==> src/rtl/alu_pipe.sv <==
// alu_pipe: registered ALU that sits between register-file read and writeback.
// Single-cycle ops (ADD, SUB, AND, OR, XOR, ADC, reserved) finish on the accept edge.
// MUL is an iterative shift-add multiply that takes WIDTH extra cycles.
//
// Ports:
//   clk        - clock; all state changes on the rising edge
//   reset_n    - asynchronous active-low reset
//   in_valid   - operand/op bundle valid
//   in_ready   - block can accept a bundle this cycle
//   ALUControl - operation select (000 ADD, 001 SUB, 010 AND, 011 OR,
//                100 XOR, 101 ADC, 110 MUL, 111 reserved)
//   a, b       - operands
//   carry_in   - carry input, used by ADC only
//   out_valid  - Result/ALUFlags valid
//   out_ready  - downstream accepts the result
//   Result     - registered result
//   ALUFlags   - registered {N, Z, C, V}
//   busy       - multiply in progress
module alu_pipe #(
    parameter int unsigned WIDTH  = 32,
    parameter bit          MUL_EN = 1'b1
) (
    input  logic             clk,
    input  logic             reset_n,
    input  logic             in_valid,
    output logic             in_ready,
    input  logic [2:0]       ALUControl,
    input  logic [WIDTH-1:0] a,
    input  logic [WIDTH-1:0] b,
    input  logic             carry_in,
    output logic             out_valid,
    input  logic             out_ready,
    output logic [WIDTH-1:0] Result,
    output logic [3:0]       ALUFlags,
    output logic             busy
);

    localparam logic [0:0] StIdle    = 1'b0;
    localparam logic [0:0] StMulBusy = 1'b1;

    localparam logic [2:0] OpAdd = 3'b000;
    localparam logic [2:0] OpSub = 3'b001;
    localparam logic [2:0] OpAnd = 3'b010;
    localparam logic [2:0] OpOr  = 3'b011;
    localparam logic [2:0] OpXor = 3'b100;
    localparam logic [2:0] OpAdc = 3'b101;
    localparam logic [2:0] OpMul = 3'b110;

    localparam int unsigned     CntW    = $clog2(WIDTH + 1);
    localparam logic [CntW-1:0] CntInit = CntW'(WIDTH);
    localparam logic [CntW-1:0] CntOne  = CntW'(1);

    logic [0:0]       state_q, state_d;
    logic [WIDTH-1:0] mcand_q, mcand_d;
    logic [WIDTH-1:0] mplier_q, mplier_d;
    logic [WIDTH-1:0] acc_q, acc_d;
    logic [CntW-1:0]  cnt_q, cnt_d;
    logic [WIDTH-1:0] result_q, result_d;
    logic [3:0]       flags_q, flags_d;
    logic             out_valid_q, out_valid_d;

    logic             accept, consume;
    logic [WIDTH-1:0] b_op;
    logic             cin_op;
    logic [WIDTH:0]   sum;
    logic [WIDTH-1:0] op_res;
    logic             op_c, op_v, is_mul;
    logic [3:0]       op_flags;
    logic [WIDTH-1:0] acc_step;

    // Output slot must be empty or draining this edge before a new bundle is taken.
    assign in_ready  = reset_n && (state_q == StIdle) && (!out_valid_q || out_ready);
    assign accept    = in_valid && in_ready;
    assign consume   = out_valid_q && out_ready;
    assign busy      = (state_q == StMulBusy);
    assign out_valid = out_valid_q;
    assign Result    = result_q;
    assign ALUFlags  = flags_q;

    // Single-cycle datapath
    always_comb begin
        b_op   = (ALUControl == OpSub) ? ~b : b;
        cin_op = (ALUControl == OpSub) || ((ALUControl == OpAdc) && carry_in);
        sum    = {1'b0, a} + {1'b0, b_op} + {{WIDTH{1'b0}}, cin_op};
        op_res = '0;
        op_c   = 1'b0;
        op_v   = 1'b0;
        is_mul = 1'b0;
        case (ALUControl)
            OpAdd, OpSub, OpAdc: begin
                op_res = sum[WIDTH-1:0];
                op_c   = sum[WIDTH];
                op_v   = (a[WIDTH-1] == b_op[WIDTH-1]) && (sum[WIDTH-1] != a[WIDTH-1]);
            end
            OpAnd:   op_res = a & b;
            OpOr:    op_res = a | b;
            OpXor:   op_res = a ^ b;
            OpMul:   is_mul = MUL_EN;
            // Reserved (and MUL when disabled): zero result gives flags 4'b0100.
            default: op_res = '0;
        endcase
        op_flags = {op_res[WIDTH-1], (op_res == '0), op_c, op_v};
    end

    // One shift-add step; the product is taken modulo 2^WIDTH.
    assign acc_step = mplier_q[0] ? (acc_q + mcand_q) : acc_q;

    always_comb begin
        state_d     = state_q;
        mcand_d     = mcand_q;
        mplier_d    = mplier_q;
        acc_d       = acc_q;
        cnt_d       = cnt_q;
        result_d    = result_q;
        flags_d     = flags_q;
        out_valid_d = out_valid_q;

        if (consume) begin
            out_valid_d = 1'b0;
        end

        case (state_q)
            StIdle: begin
                if (accept) begin
                    if (is_mul) begin
                        mcand_d  = a;
                        mplier_d = b;
                        acc_d    = '0;
                        cnt_d    = CntInit;
                        state_d  = StMulBusy;
                    end else begin
                        result_d    = op_res;
                        flags_d     = op_flags;
                        out_valid_d = 1'b1;
                    end
                end
            end
            StMulBusy: begin
                acc_d    = acc_step;
                mcand_d  = mcand_q << 1;
                mplier_d = mplier_q >> 1;
                cnt_d    = cnt_q - CntOne;
                // Last step: publish the updated accumulator on this same edge.
                if (cnt_q == CntOne) begin
                    result_d    = acc_step;
                    flags_d     = {acc_step[WIDTH-1], (acc_step == '0), 2'b00};
                    out_valid_d = 1'b1;
                    state_d     = StIdle;
                end
            end
            default: state_d = StIdle;
        endcase
    end

    always_ff @(posedge clk or negedge reset_n) begin
        if (!reset_n) begin
            state_q     <= StIdle;
            mcand_q     <= '0;
            mplier_q    <= '0;
            acc_q       <= '0;
            cnt_q       <= '0;
            result_q    <= '0;
            flags_q     <= '0;
            out_valid_q <= 1'b0;
        end else begin
            state_q     <= state_d;
            mcand_q     <= mcand_d;
            mplier_q    <= mplier_d;
            acc_q       <= acc_d;
            cnt_q       <= cnt_d;
            result_q    <= result_d;
            flags_q     <= flags_d;
            out_valid_q <= out_valid_d;
        end
    end

endmodule

==> config.mk <==
export PLATFORM = sky130hd
export DESIGN_NAME = alu_pipe
export DESIGN_NICKNAME = d
export VERILOG_FILES = /design/src/rtl/alu_pipe.sv
export SDC_FILE = /design/constraint.sdc
export NUM_CORES = 1
export LEC_CHECK = 0
export BUFFER_PORTS_ARGS = -buffer_cell sky130_fd_sc_hd__buf_4
export CELL_PAD_IN_SITES_DETAIL_PLACEMENT = 1
export CELL_PAD_IN_SITES_GLOBAL_PLACEMENT = 1
export CORE_ASPECT_RATIO = 1.2
export CORE_MARGIN = 4
export CORE_UTILIZATION = 46
export CTS_CLUSTER_DIAMETER = 50
export DETAILED_ROUTE_END_ITERATION = 10
export GPL_TIMING_DRIVEN = 0
export PLACE_DENSITY = 0.77
export SYNTH_ARGS = -nofsm -noshare
export SYNTH_HDL_FRONTEND = slang
export SYNTH_SLANG_ARGS = --single-unit
==> constraint.sdc <==
create_clock -name clk -period 4.2 [get_ports clk]
set_input_delay 0.84 -clock clk [delete_from_list [all_inputs] [get_ports clk]]
set_output_delay 0.84 -clock clk [all_outputs]
set_load 0.005 [all_outputs]
==> out/metrics.cfg <==
[setup_path]
cp-start-kind = input pin
timing.rr.start = mcand_q[0]
setup.worst_path.start = ALUControl[1]
endpoint_kind = flop
required_ps = 4580
path_class = input pin to flop
arrival_ps = 4560
path_max_fanout = 5

[drt]
avgViaCountPerCell = 6.093
drc = 0
dr_wl_met3_mm = 2.296
first_pass_iters = 5
totalWireLength_mm = 48.65
top_layer = met4
wl_met2_mm = 24.03
vias = 12190
met1Wirelength_mm = 20.62
drtIter0Drc = 1081
drt.antenna.violating_nets = 0
wl_per_cell_um = 24.31

[logic_synthesis]
synth_area_sq_mm = 0.01241
netlist_instances = 1498
synth_edf_count = 0
synth_top_cells_by_area = dfrtp_1 (28%), ha_1 (13%), nand2_1 (6.9%)
synth-seq-cells = 139
avgSynthCellArea_sq_um = 8.285
synth_cell_types = 90
async_flop_share = 1.000
synth_top_area_frac = 0.2803
syn_nets = 1701
synthDominantAreaCellType = dfrtp_1
synth_flop_cell = dfrtp_1
ys_seq_area_frac = 0.2803
synth_warnings = 0

[sta]
period_minus_slack_ps = 4185
fin_skew_ps = 10.34
slew_headroom = 0.3081
setup_viol = 0
fmax_ghz = 0.2389
finalMaxSlewViolations = 0
rsz0062_at_grt = yes
hold_viol_final = 0
fin_tns_setup_ps = 0
hold_ws_ps = 360.9
period_share = 0.9965
worstMarginPinSlew_ps = 1038

[cells_and_area]
final_common_cell = nand2_1
antenna_cells = 0
final_cell_mix = nand2_1 (224), o21ai_0 (143), dfrtp_1 (139), buf_4 (139), ha_1 (122)
fin_nets = 1856
final_cell_area_sq_mm = 0.01492
syn_to_final_growth_pct = 20.25
drive_gt1_frac = 0.1789
final_util = 0.5646

[global_routing]
grt_max_degree = 90
grt_pass1_vias = 12910
grt_pass1_wl_mm = 74.21
grt.total_usage = 0.3256
grt-ovfl-total = 0
antenna_found_initial = 0

[clocking]
tritoncts = yes
numCtsBuffers = 17
clock-sinks = 139
htreeDepth = 4
insertion_delay_ps = 450
clock_path_buffers = 2
path_clk_slew_ps = 60
cts_root_buffer = clkbuf_16

[floorplanning]
dieHeight_um = 187.9
coreArea_sq_mm = 0.02643
die-area_sq_mm = 0.02968
row_count = 65
die_x_um = 157.9
start_util = 0.4695
ios = 111

[power]
peakVddDrop_uv = 290.0
totalPowerFinal_uw = 10080
leakagePower_uw = 0.007089
power_density_mw_per_mm2 = 675.4

[placement]
place_area_sq_mm = 0.01381
portBuffers = 109
hpwl_mm = 37.56
routabilityCongestion = 0.9423

[worst_hold_path]
hold_class = input pin to asynchronous set/reset pin

[status]
outcome = finished, final reports clean

[flow_run]
cap_violations = 0

==> critical path, stage by stage <==
cell and delay, ps:
buf_12 110, nand2b_4 150, nor2_4 220, xnor2_2 100
fa_2 400, inv_2 90, fa_2 230, nor2b_4 50
o31a_1 290, buf_6 140, o21a_4 210, o31ai_4 300
mux2i_1 270, nand2_2 110, nor4b_4 280, nand4_1 260
nor4_2 330, a22oi_1 90, nand2_1 90
==> final cells by class <==
cell class                 count  area [sq um]
fill                        3134         11510
multi-input combinational   1181          8611
sequential                   139          3478
timing repair buffer         145          1151
clock buffer                  20         456.7
tap                          335         419.2
inverter                      98         367.9
buffer                        71         326.6
clock inverter                12         113.9
==> timing repair <==
item / CTS / global route
resized for setup: 31 / 58
gates cloned: 1 / 1
setup buffers: 18 / 16
hold buffers: 0 / 0
setup endpoints to repair: 66 / 12
pin swaps: 20 / 33
==> Yosys cell counts (5+ instances only) <==
master / count
o21ai_0: 152
xnor2_1: 57
buf_1: 10
nand2b_1: 15
dfrtp_1: 139
a221o_1: 7
mux2i_1: 81
or3_1: 7
o31ai_1: 12
o211ai_1: 7
a221oi_1: 6
o21bai_1: 5
a211oi_1: 23
a22o_1: 6
nor3_1: 28
nand4_1: 11
nor2b_1: 12
and2_1: 7
nor2_1: 72
inv_1: 98
o221ai_1: 7
nand2_1: 227
a31oi_1: 12
a21oi_1: 74
nand3_1: 18
xor2_1: 14
ha_1: 128
a22oi_1: 14
and3_1: 13
a21o_1: 31
clkbuf_1: 65
mux2_2: 23
nor4_1: 6
o21a_1: 16
==> where the power goes <==
part           leakage (uW)  internal [uW]  switching (uW)  total, uW
Sequential          0.00176           1940             548       2490
Clock              0.000269            851             674       1530
Combinational       0.00506           2390            3670       6070
==> through the flow <==
| step | instances | worst slack [ps] |
|---|---|---|
| 2_1_floorplan | 1498 | -12.48 |
| 5_1_grt | 2001 | -66.48 |
| 6_report | 2001 | 14.57 |
| 3_3_place_gp | 1942 | -1217 |
| 4_1_cts | 1988 | -218.6 |
| 3_5_place_dp | 1943 | -1251 |
==> worst paths after layout <==
| check | slack [ps] | end | cells past startpoint |
|---|---|---|---|
| worst max-delay path | 10 | ALUFlags[2] | 19 |
| worst max register to register | 90 | ALUFlags[2] | 13 |
| worst min-delay path | 360 | mplier_q[5] | 1 |
| worst min register to register | 490 | mplier_q[14] | 2 |
| max in group asynchronous | 2960 | Result[28] | 2 |
| min in group clk | 490 | mplier_q[14] | 2 |
==> kinds of logic (layout without fill, tap and decap cells) <==
logic type      count (synthesis)  count (layout)  share of synthesized area
flops                         139             139                     0.2803
xor+xnor                       71              71                    0.05011
fa+ha+maj                     131             131                     0.1339
compound gates                432             432                     0.2315
simple gates                  442             442                     0.1618
mux                           105             105                    0.08741
buf+inv                       178             346                    0.05505
==> flip-flops by register name, summed over array words and instances, names as in the netlist <==
name	flops
ALUFlags	3
Result	32
acc_q	32
busy	1
cnt_q	6
mcand_q	32
mplier_q	32
out_valid	1
==> routing by layer <==
| layer | global-route usage | vias to the layer above |
|---|---|---|
| met3 | 0.04363 | 105 |
| met1 | 0.4227 | 6079 |
| li1 | - | 5663 |
| met5 | 0 | - |
| met4 | 0.1067 | 0 |
| met2 | 0.5567 | 345 |
No activity file was read; power rests on OpenSTA's default activity.
